**config.mk**
```make
export PLATFORM = sky130hd
export DESIGN_NAME = refresh_cmd_decoder
export DESIGN_NICKNAME = d
export VERILOG_FILES = /design/src/rtl/refresh_pkg.sv /design/src/rtl/dram_cmd_timer.sv /design/src/rtl/refresh_cmd_decoder.sv
export SDC_FILE = /design/constraint.sdc
export NUM_CORES = 1
export LEC_CHECK = 0
export BUFFER_PORTS_ARGS = -buffer_cell sky130_fd_sc_hd__buf_2
export CORE_MARGIN = 2
export CORE_UTILIZATION = 57
export DETAILED_ROUTE_END_ITERATION = 7
export PLACE_DENSITY = 0.77
export SYNTH_ARGS = -nofsm -noshare
export SYNTH_HDL_FRONTEND = slang
export SYNTH_SLANG_ARGS = --single-unit
```
**constraint.sdc**
```tcl
create_clock -name clk -period 4.61 [get_ports clk]
set_clock_uncertainty 0.2 [all_clocks]
set_input_delay 0.922 -clock clk [delete_from_list [all_inputs] [get_ports clk]]
set_output_delay 0.922 -clock clk [all_outputs]
set_load 0.01 [all_outputs]
```
**src/rtl/refresh_pkg.sv**
```systemverilog
// Shared command codes, FSM state encodings and pin decode for the DRAM refresh command path.
package refresh_pkg;

  localparam int TMR_W = 8;

  typedef enum logic [2:0] {
    CMD_DESELECT  = 3'd0,
    CMD_NOP       = 3'd1,
    CMD_ACTIVATE  = 3'd2,
    CMD_READ      = 3'd3,
    CMD_WRITE     = 3'd4,
    CMD_PRECHARGE = 3'd5,
    CMD_REFRESH   = 3'd6,
    CMD_MODE_REG  = 3'd7
  } cmd_t;

  typedef enum logic [1:0] {
    ST_IDLE      = 2'd0,
    ST_ACTIVE    = 2'd1,
    ST_REFRESH   = 2'd2,
    ST_PRECHARGE = 2'd3
  } state_t;

  // The reserved pattern 110 decodes as NOP; callers flag it separately.
  function automatic cmd_t decode_cmd(input logic cs, input logic ras,
                                      input logic cas, input logic we);
    cmd_t c;
    if (cs) begin
      c = CMD_DESELECT;
    end else begin
      case ({ras, cas, we})
        3'b111:  c = CMD_NOP;
        3'b011:  c = CMD_ACTIVATE;
        3'b101:  c = CMD_READ;
        3'b100:  c = CMD_WRITE;
        3'b010:  c = CMD_PRECHARGE;
        3'b001:  c = CMD_REFRESH;
        3'b000:  c = CMD_MODE_REG;
        default: c = CMD_NOP;
      endcase
    end
    return c;
  endfunction

  function automatic logic is_reserved(input logic cs, input logic ras,
                                       input logic cas, input logic we);
    return !cs && ({ras, cas, we} == 3'b110);
  endfunction

endpackage

```
**src/rtl/dram_cmd_timer.sv**
```systemverilog
// 8-bit loadable down-counter; done is high while the count is zero.
// Load takes priority over counting; the counter holds at zero.
module dram_cmd_timer
  import refresh_pkg::*;
(
  input  logic             clk,
  input  logic             rst_n,
  input  logic             load,
  input  logic [TMR_W-1:0] load_val,
  output logic             done
);

  logic [TMR_W-1:0] count;

  always_ff @(posedge clk) begin
    if (!rst_n) begin
      count <= '0;
    end else if (load) begin
      count <= load_val;
    end else if (count != '0) begin
      count <= count - 1'b1;
    end
  end

  assign done = (count == '0);

endmodule

```
**src/rtl/refresh_cmd_decoder.sv**
```systemverilog
// DRAM command decoder with bank/refresh FSM; all outputs registered one cycle after pin sampling, no backpressure.
// Optional REFRESH_COUNT_EN adds a 16-bit wrapping count of accepted REFRESH commands.
module refresh_cmd_decoder
  import refresh_pkg::*;
#(
  parameter int unsigned T_RFC = 8,
  parameter int unsigned T_RP  = 3,
  parameter int unsigned T_RCD = 2
) (
  input  logic        clk,
  input  logic        rst_n,
  input  logic        CS,
  input  logic        RAS,
  input  logic        CAS,
  input  logic        WE,
  output logic [2:0]  cmd_code,
  output logic        cmd_valid,
  output logic        refresh_busy,
  output logic        refresh_done,
  output logic        bank_open,
  output logic        proto_err,
`ifdef REFRESH_COUNT_EN
  output logic [15:0] refresh_count,
`endif
  output logic        timing_err
);

  // Timer is loaded with N-1 so the state lasts N cycles ending on done.
  localparam logic [TMR_W-1:0] RFC_LD = TMR_W'(T_RFC - 1);
  localparam logic [TMR_W-1:0] RP_LD  = TMR_W'(T_RP - 1);
  localparam logic [TMR_W-1:0] RCD_LD = TMR_W'(T_RCD - 1);

  state_t           state;
  state_t           nxt_state;
  cmd_t             cmd;
  logic             rsv;
  logic             real_cmd;
  logic             tmr_load;
  logic [TMR_W-1:0] tmr_val;
  logic             tmr_done;
  logic             p_err;
  logic             t_err;
  logic             ref_acc;

  assign cmd      = decode_cmd(CS, RAS, CAS, WE);
  assign rsv      = is_reserved(CS, RAS, CAS, WE);
  assign real_cmd = (cmd != CMD_DESELECT) && (cmd != CMD_NOP);

  // One timer serves tRCD in ACTIVE and tRFC/tRP in the busy states;
  // those phases never overlap.
  dram_cmd_timer u_timer (
    .clk      (clk),
    .rst_n    (rst_n),
    .load     (tmr_load),
    .load_val (tmr_val),
    .done     (tmr_done)
  );

  always_comb begin
    nxt_state = state;
    tmr_load  = 1'b0;
    tmr_val   = '0;
    p_err     = rsv;
    t_err     = 1'b0;
    ref_acc   = 1'b0;
    case (state)
      ST_IDLE: begin
        case (cmd)
          CMD_REFRESH: begin
            nxt_state = ST_REFRESH;
            tmr_load  = 1'b1;
            tmr_val   = RFC_LD;
            ref_acc   = 1'b1;
          end
          CMD_ACTIVATE: begin
            nxt_state = ST_ACTIVE;
            tmr_load  = 1'b1;
            tmr_val   = RCD_LD;
          end
          CMD_READ, CMD_WRITE: p_err = 1'b1;
          default: ;
        endcase
      end
      ST_ACTIVE: begin
        case (cmd)
          CMD_PRECHARGE: begin
            nxt_state = ST_PRECHARGE;
            tmr_load  = 1'b1;
            tmr_val   = RP_LD;
          end
          CMD_REFRESH, CMD_ACTIVATE, CMD_MODE_REG: p_err = 1'b1;
          CMD_READ, CMD_WRITE: t_err = !tmr_done;
          default: ;
        endcase
      end
      default: begin
        // Busy states ignore every real command, including one in the last cycle.
        t_err = real_cmd;
        if (tmr_done) nxt_state = ST_IDLE;
      end
    endcase
  end

  always_ff @(posedge clk) begin
    if (!rst_n) begin
      state        <= ST_IDLE;
      cmd_code     <= '0;
      cmd_valid    <= 1'b0;
      refresh_busy <= 1'b0;
      refresh_done <= 1'b0;
      bank_open    <= 1'b0;
      proto_err    <= 1'b0;
      timing_err   <= 1'b0;
`ifdef REFRESH_COUNT_EN
      refresh_count <= '0;
`endif
    end else begin
      state        <= nxt_state;
      cmd_code     <= cmd;
      cmd_valid    <= real_cmd;
      refresh_busy <= (nxt_state == ST_REFRESH);
      refresh_done <= (state == ST_REFRESH) && tmr_done;
      bank_open    <= (nxt_state == ST_ACTIVE);
      proto_err    <= p_err;
      timing_err   <= t_err;
`ifdef REFRESH_COUNT_EN
      if (ref_acc) refresh_count <= refresh_count + 16'd1;
`endif
    end
  end

`ifndef REFRESH_COUNT_EN
  logic unused_ref_acc;
  assign unused_ref_acc = ref_acc;
`endif

endmodule

```
# Yosys cells after proc, flatten, opt, wreduce, memory -nomap -nowiden
# Cells that the tools add are included.
[op_classes] add_sub_neg=1 n_eq_ne=17 mux=19 n_reduce_logical=14
[ops] cell="$eq A3 B3 Y1 const B" count=7
[ops] cell="$pmux W3 S6" count=1
[ops] cell="$mux W8" count=2
[ops] cell="$eq A3 B2 Y1 const B" count=4
[ops] cell="$pmux W3 S2" count=2
[ops] cell="$logic_not A8 Y1" count=1
[ops] cell="$pmux W2 S2" count=2
[ops] cell="$reduce_bool A8 Y1" count=1
[ops] cell="$sub A8 B1 Y8 const B" count=1
[ops] cell="$mux W2" count=3
[ops] cell="$pmux W1 S2" count=3
[ops] cell="$mux W1" count=5
[ops] cell="$eq A2 B1 Y1 const B" count=2
[ops] cell="$eq A2 B2 Y1 const B" count=2
[ops] cell="$reduce_or A2 Y1" count=2
[ops] cell="$eq A3 B1 Y1 const B" count=1
[ops] cell="$logic_and A1 B1 Y1" count=3
[ops] cell="$logic_not A3 Y1" count=1
[ops] cell="$mux W3" count=1
[ops] cell="$ne A3 B1 Y1 const B" count=1
[ops] cell="$reduce_bool A3 Y1" count=1
[ops] cell="$reduce_or A3 Y1" count=1
[ops] cell="$logic_not A1 Y1" count=2
[ops] cell="$logic_not A2 Y1" count=1
[ops] cell="$reduce_bool A2 Y1" count=1
[totals] regBits=19 in_bits=6 out_inout_bits=9 elab_cells=60

# Logic depth before layout (Yosys ltp)
# Gate-level depths: netlist of run 1.
[logic_depth] depth_word=8 depth_mapped=7 depth_no_buf=6

# By module
# Synthesis of run 1 repeated with hierarchy kept, for this count alone.
[hier_totals] cells_unflattened=106 hier_area_um2=958.4
[modules_own_cells] module="refresh_cmd_decoder" instances=1 cells_per_inst=55 area_each_um2=500.5 seq_area_each_um2=220.2
[modules_own_cells] module="dram_cmd_timer" instances=1 cells_per_inst=51 area_each_um2=457.9 seq_area_each_um2=160.2

# Worst setup path after synthesis of run 1
# No wires, ideal clock.
[synth_timing] path_kind="input-to-reg" start="input port RAS" end="register u_timer.count[1]" setup_ns=0.119 arrival_ns=1.936 required_ns=4.291 slack_ns=2.355 cell_stages=5 n_path_buf=1 path_cell_list="clkbuf_1 > nor3_2 > o21ai_0 > a21boi_1 > o221a_1"
[synth_via] elab_chain_len=8 word_cells_on_any_way=20 cone_classes="eq/ne: 8; mux: 9; reduce/logical: 3"
[synth_lines] item="start, declared" line_no="refresh_cmd_decoder.sv:13" text="input logic RAS,"
[synth_lines] item="$eq A3 B1 Y1 (tied with other cells)" line_no="refresh_pkg.sv:31" text="case ({ras, cas, we})"
[synth_lines] item="$pmux W3 S6 (*)" line_no="refresh_pkg.sv:31"
[synth_lines] item="$mux W3 (*)" line_no="refresh_pkg.sv:28" text="if (cs) begin"
[synth_lines] item="$eq A3 B3 Y1 / $eq A3 B2 Y1 (equally long branches)" line_no="refresh_cmd_decoder.sv:68" text="case (cmd)"
[synth_lines] item="$reduce_or A2 Y1 (no line)"
[synth_lines] item="$mux W1" line_no="refresh_cmd_decoder.sv:68"
[synth_lines] item="$pmux W1 S2" line_no="refresh_cmd_decoder.sv:66" text="case (state)"
[synth_lines] item="$mux W8 / $reduce_bool A2 Y1 (equally long branches)"
[synth_lines] item="end signal, assigned" line_no="dram_cmd_timer.sv:19" text="count <= load_val;"
[synth_lines] item="end signal, assigned" line_no="dram_cmd_timer.sv:21" text="count <= count - 1'b1;"
[synth_lines] item="end, declared" line_no="dram_cmd_timer.sv:13" text="logic [TMR_W-1:0] count;"
# Mark *: on every way between the ends. The rest lies on a longest branch, timed or not.
# A chain may end at the register's enable or synchronous reset.

# Worst setup path after layout of run 1
[layout_timing] start="register u_timer.count[0]" end="register u_timer.count[0]"
[layout_via] elab_chain_len=3 word_cells_on_any_way=5 cone_classes="add/sub: 1; mux: 2; reduce/logical: 2"
[layout_lines] item="$sub A8 B1 Y8" line_no="dram_cmd_timer.sv:21"
[layout_lines] item="$mux W8" line_no="dram_cmd_timer.sv:20" text="end else if (count != '0) begin"
[layout_lines] item="$mux W8" line_no="dram_cmd_timer.sv:18" text="end else if (load) begin"
# Parallel ways exist; a longest one is shown, timed or not. The select of a mux whose other input is x is not followed.

==> impl_metrics.env, run 1 <==
export IMPL_status="finished clean"
export IMPL_max_cap_viol_count=0
export IMPL_synthCells=104
export IMPL_tritoncts="yes"
export IMPL_grt_total_usage_pct=18.9
export IMPL_final_cell_mix="19 x dfxtp_1, 14 x buf_2, 12 x nor2_1"
export IMPL_yosys_warnings=0
export IMPL_worst_pin_slew_ns=0.413
export IMPL_syn_area_per_cell_sq_um=8.73
export IMPL_hp_start="u_timer.count[5]"
export IMPL_clk_pin_slew_ns=0.10
export IMPL_syn2layout_area_growth_pct=10.6
export IMPL_cts_resized=0
export IMPL_clockRootBuffer="clkbuf_4"
export IMPL_ys_types=37
export IMPL_multi_input_area_sq_um=493
export IMPL_hold_viol=0
export IMPL_place_ws_ns=2.28
export IMPL_drcViolationCount=0
export IMPL_clk_path_buf_depth=2
export IMPL_worstReg2RegStart="u_timer.count[0]"
export IMPL_boundaryPins=15
export IMPL_dpl_instance_area_sq_um=978
export IMPL_power_density_nw_per_um2=548
export IMPL_cts_hold_buf=0
export IMPL_end_kind="register"
export IMPL_clock_sinks=19
export IMPL_rsz0062_at_grt="false"
export IMPL_fin_crit_sh_pct=43.8
export IMPL_crit_required_ns=4.61
export IMPL_dr_pass1_iters=4
export IMPL_crit_arrival_ns=2.01
export IMPL_ys_ff_latch=19
export IMPL_final_common_cell="dfxtp_1"
export IMPL_syn_area_sq_um=908
export IMPL_gr_total_overflow=0
export IMPL_worstPathMaxFanout=7
export IMPL_worst_path_buf_inv=1
export IMPL_clk_latency_ns=0.29
export IMPL_p_leak_nw=0.444
export IMPL_seq_area_frac_synth_pct=41.9
export IMPL_max_freq_mhz=496
export IMPL_design_core_area_sq_um=1510
export IMPL_drt_wirelength_per_cell_microns=11.9
export IMPL_grt_first_pass_wirelength_microns=2610
export IMPL_drt_iter0_drc=7
export IMPL_drive_above_1_share_pct=17.9
export IMPL_rows=14
export IMPL_crit_family="simple AND/OR/NAND/NOR gates"
export IMPL_cts_buffers=3
export IMPL_ir_worst_vdd_mv=0.284
export IMPL_cp_start_kind="register"
export IMPL_fin_util_pct=66.7
export IMPL_gp_congestion=0.810
export IMPL_grt_max_degree=12
export IMPL_num_fill_cells=131
export IMPL_slew_headroom_pct=72.3
export IMPL_hold_class="reg -> reg"
export IMPL_avgViaCountPerCell=5.47
export IMPL_slowest_delay_ns=0.46
export IMPL_htreeDepth=1
export IMPL_wl_microns=1580
export IMPL_critPathSlowestCell="or3b_1"
export IMPL_grt_pass1_vias=623
export IMPL_die_h_microns=43.9
export IMPL_nNetsFinal=126
export IMPL_timing_final_crit_period_ns=2.02
export IMPL_n_antenna_cell=0
export IMPL_crit_start="u_timer.count[0]"
export IMPL_dr_total_vias=727
export IMPL_finalInstanceArea_sq_um=1000
export IMPL_die_width_microns=43.9
export IMPL_finalSetupViolCount=0
export IMPL_die_area_sq_um=1930
export IMPL_start_util_pct=60.3
export IMPL_slew_violations=0
export IMPL_setup_tns_ns=0
export IMPL_ant_nets=0
export IMPL_path_cells="inv_1, ha_1, or3b_1, or3_1, a32oi_1, nor2b_1"
export IMPL_port_buffers=14
export IMPL_crit_type="reg -> reg"
export IMPL_register_area_sq_um=380
export IMPL_synthesis_nets=112
export IMPL_antenna_found_initial=0
export IMPL_hpwlAfterDp_microns=1170
export IMPL_post_cts_setup_buffer_count=0
export IMPL_hold_worst_slack_ns=0.317
export IMPL_fin_ws_ns=2.59
==> cell type report <==
cell class	count	share of cell area, %
inverters	4	1.49
flip-flops and latches	19	37.9
well taps	16	1.99
multi-input cells	76	49.1
repair buffers	14	6.97
clock buffers	4	2.62
==> power breakdown <==
part           internal, mW  total, mW  leakage [nW]  switching (mW)
logic                 0.111      0.238         0.273           0.127
clock network        0.0337     0.0830        0.0150          0.0493
registers             0.197      0.229         0.156          0.0322
total                 0.342      0.551         0.444           0.209
==> metal layers <==
metal,global-route usage (%),wire length [microns]
met3,7.92,74
met1,20.8,726
met4,7.27,11
met5,0,0
met2,32.1,770
==> flip-flops by register name (all words and copies together), names as in the netlist <==
signal / flops
bank_open: 1
timing_err: 1
u_timer.count: 8
refresh_done: 1
state: 2
proto_err: 1
refresh_busy: 1
cmd_code: 3
cmd_valid: 1
==> path summary, 6_finish.rpt <==
path / to / slack, ns / depth (start not counted)
worst max-delay path: u_timer.count[0] / 2.59 / 6
worst min-delay path: u_timer.count[5] / 0.32 / 2
worst max register to register: u_timer.count[0] / 2.59 / 6
worst min register to register: u_timer.count[5] / 0.32 / 2
==> synth_stat cells <==
cell type   n  area share, %
o21ai_0     5            2.8
o21a_1      2            1.7
and4b_1     1            1.1
and3_1      2            1.4
xor2_1      4            3.9
mux2i_1     3            3.3
nor3_2      1            1.1
maj3_1      1            1.1
nor4b_1     1           0.96
a32oi_1     1           0.96
inv_1       4            1.7
nand3_1     1           0.55
nand3b_1    1           0.83
buf_2       1           0.55
nand4b_1    1           0.96
or3b_1      1           0.96
or4_4       1            1.2
clkbuf_1    4            1.7
a31oi_1     2            1.4
nand2b_1    1           0.69
nor3b_1     2            1.7
and3b_1     1           0.96
dfxtp_1    19             42
or2_2       1           0.69
a21boi_0    1           0.83
o221a_1     1            1.2
nor2b_1     5            3.4
a21boi_1    1           0.83
or3_1       2            1.4
nor3_1      3            1.7
o211ai_1    1           0.83
or2_1       1           0.69
nor2_1     12            5.0
a21oi_1     8            4.4
ha_1        2            2.8
or4b_2      1            1.1
nand2_1     5            2.1
==> worst min-delay path, cell delays in order, from the launching register on <==
cell	delay, ns
dfxtp_1	0.36
nand2_1	0.07
a21oi_1	0.06
==> kinds of logic (layout without fill, tap and decap cells) <==
logic type	count (synthesis)	count (layout)	synth area share [%]
simple gates	44	44	28.4
buf+inv	9	22	3.86
compound gates	22	22	14.9
mux	3	3	3.31
fa+ha+maj	3	3	3.86
flops	19	19	41.9
xor+xnor	4	4	3.86
==> per-stage QoR <==
stage	instances	power, mW
3_3_place_gp	129	0.465
5_1_grt	133	0.600
6_report	133	0.551
4_1_cts	133	0.556
3_5_place_dp	129	0.471
2_1_floorplan	104	0.427
Power figures use the tool's default switching activity.
==> run 2, diff against run 1 <==
Settings changed: CORE_UTILIZATION 57 to 48, PLACE_DENSITY 0.77 to 0.68.
Clock period 4.61 ns to 1.8 ns, I/O delays scaled along.
==> run 2 against run 1 <==
Net effect:
- the flow now finishes with violations (setup timing)
- non-clock buffer count is 12 higher
- clock power grew to 2.6 times the previous value
- sequential cell count stayed put
- setup slack worse by 2.6 ns
- core utilization is 2.0 points lower
- largest power group unchanged
- highest routed layer unchanged
==> impl_metrics.env, run 2 (synthesized netlist as in run 1, its figures left out) <==
export IMPL_grt_total_usage_pct=19.0
export IMPL_r2r_setup_slack_ns=-0.05
export IMPL_fin_crit_sh_pct=103
export IMPL_gr_total_overflow=0
export IMPL_finalSetupViolCount=3
export IMPL_hold_worst_slack_ns=0.143
export IMPL_wl_microns=1900
export IMPL_hpwlAfterDp_microns=1370
export IMPL_tritoncts="yes"
export IMPL_nNetsFinal=138
export IMPL_finalInstanceArea_sq_um=1130
export IMPL_port_buffers=14
export IMPL_ant_nets=0
export IMPL_grt_first_pass_wirelength_microns=2980
export IMPL_timing_final_crit_period_ns=1.85
export IMPL_max_cap_viol_count=0
export IMPL_hold_class="in -> reg"
export IMPL_die_h_microns=47.5
export IMPL_globalRoute_busiestLayer="met2"
export IMPL_drcViolationCount=0
export IMPL_p_int_mw=1.04
export IMPL_violations="setup timing"
export IMPL_fin_ws_ns=-0.0451
export IMPL_clk_latency_ns=0.30
export IMPL_layout_top_registers="u_timer.count (8), cmd_code (3), state (2)"
export IMPL_clk_path_buf_depth=2
export IMPL_p_sw_mw=0.613
export IMPL_fin_util_pct=64.7
export IMPL_worst_pin_slew_ns=0.379
export IMPL_gp_congestion=0.873
export IMPL_grt_pass1_vias=712
export IMPL_dpl_instance_area_sq_um=1090
export IMPL_rsz0062_at_grt="true"
export IMPL_regMostFlops="u_timer.count"
export IMPL_drt_wirelength_per_cell_microns=12.3
export IMPL_pwr_share_comb_pct=52.4
export IMPL_power_mw=1.66
export IMPL_grt_use_met3_pct=3.40
export IMPL_dr_total_vias=815
export IMPL_clk_pin_slew_ns=0.11
export IMPL_switching_share_pct=37.0
export IMPL_drt_iter0_drc=28
export IMPL_status="complete, but fails checks"
export IMPL_boundaryPins=15
export IMPL_max_freq_mhz=542
export IMPL_cp_start_kind="register"
export IMPL_avgViaCountPerCell=5.29
export IMPL_htreeDepth=1
export IMPL_use_met1_pct=26.8
export IMPL_crit_type="reg -> reg"
export IMPL_antenna_found_initial=0
export IMPL_layout_cells_non_filler=154
export IMPL_slew_violations=0
export IMPL_rows=15
export IMPL_ir_worst_vdd_mv=1.07
export IMPL_final_cell_mix="17 x dfxtp_1, 14 x buf_2, 12 x nor2_1, 12 x buf_4, 7 x a21oi_1"
export IMPL_clock_sinks=19
export IMPL_syn2layout_area_growth_pct=24.2
export IMPL_hold_viol=0
export IMPL_dpl_cell_count=150
export IMPL_worstPathMaxFanout=6
export IMPL_final_common_cell="dfxtp_1"
export IMPL_p_leak_nw=0.508
export IMPL_clockRootBuffer="clkbuf_4"
export IMPL_cts_buffers=3
export IMPL_met2_usage_pct=28.1
export IMPL_design_core_area_sq_um=1750
export IMPL_die_area_sq_um=2260
export IMPL_n_antenna_cell=0
export IMPL_drive_above_1_share_pct=31.8
export IMPL_die_width_microns=47.5
export IMPL_post_cts_setup_buffer_count=0
export IMPL_start_util_pct=52.0
export IMPL_clockPowerShare_pct=13.2
export IMPL_dr_pass1_iters=4
export IMPL_grt_max_degree=12
export IMPL_largest_reg_flops=8
export IMPL_power_density_nw_per_um2=1470
export IMPL_end_kind="register"
export IMPL_crit_required_ns=1.79
export IMPL_setup_tns_ns=-0.0916
export IMPL_slew_headroom_pct=74.6
export IMPL_place_ws_ns=-0.0432
export IMPL_crit_arrival_ns=1.84
export IMPL_power_frac_seq_pct=34.4
-- run 2: cell count changes in the layout (fill, tap and decap cells not counted), sizes merged --
cell	delta
buf	+12
clkinv	+1
clkbuf	-1
-- run 2: final timing paths --
| check | cells after the start | start | endpoint |
|---|---|---|---|
| hold / removal | 2 | CAS | cmd_valid |
| hold reg to reg | 2 | u_timer.count[6] | u_timer.count[6] |
| setup / recovery | 4 | u_timer.count[4] | u_timer.count[0] |
| setup reg to reg | 4 | u_timer.count[4] | u_timer.count[0] |
-- run 2: worst max-delay path, cell delays in order, from the launching register on --
cell and delay (ns):
dfxtp_1 0.33, or4_4 0.57, or3_1 0.37, a32oi_1 0.21, nor2b_1 0.07
-- run 2: metal layers --
metal | up-vias | share of wire [%]
met5 | - | 0
met4 | 0 | 1.3
met3 | 2 | 5.0
met2 | 22 | 46
met1 | 379 | 47
li1 | 412 | -
-- run 2: layout make-up --
cell class,instances,area [sq um]
Clock inverter,1,5.00
Sequential cell,19,383
Inverter,4,15.0
Multi-Input combinational cell,76,512
Tap cell,25,31.3
Clock buffer,3,22.5
Timing Repair Buffer,26,160
Fill cell,160,617
-- run 2: what timing repair did --
item / 4_1_cts / 5_1_grt
setup endpoints to repair: 7 / 8
hold buffers: 0 / 0
resized for setup: 1 / 2
pin swaps: 2 / 3
-- run 2: power by group through the flow --
stage          logic [mW]  registers, mW  clock network (mW)
6_report            0.869          0.570               0.218
5_1_grt             0.963          0.585               0.242
4_1_cts             0.862          0.570               0.222
3_5_place_dp        0.833          0.578                   0
3_3_place_gp        0.813          0.574                   0
2_1_floorplan       0.538          0.589                   0
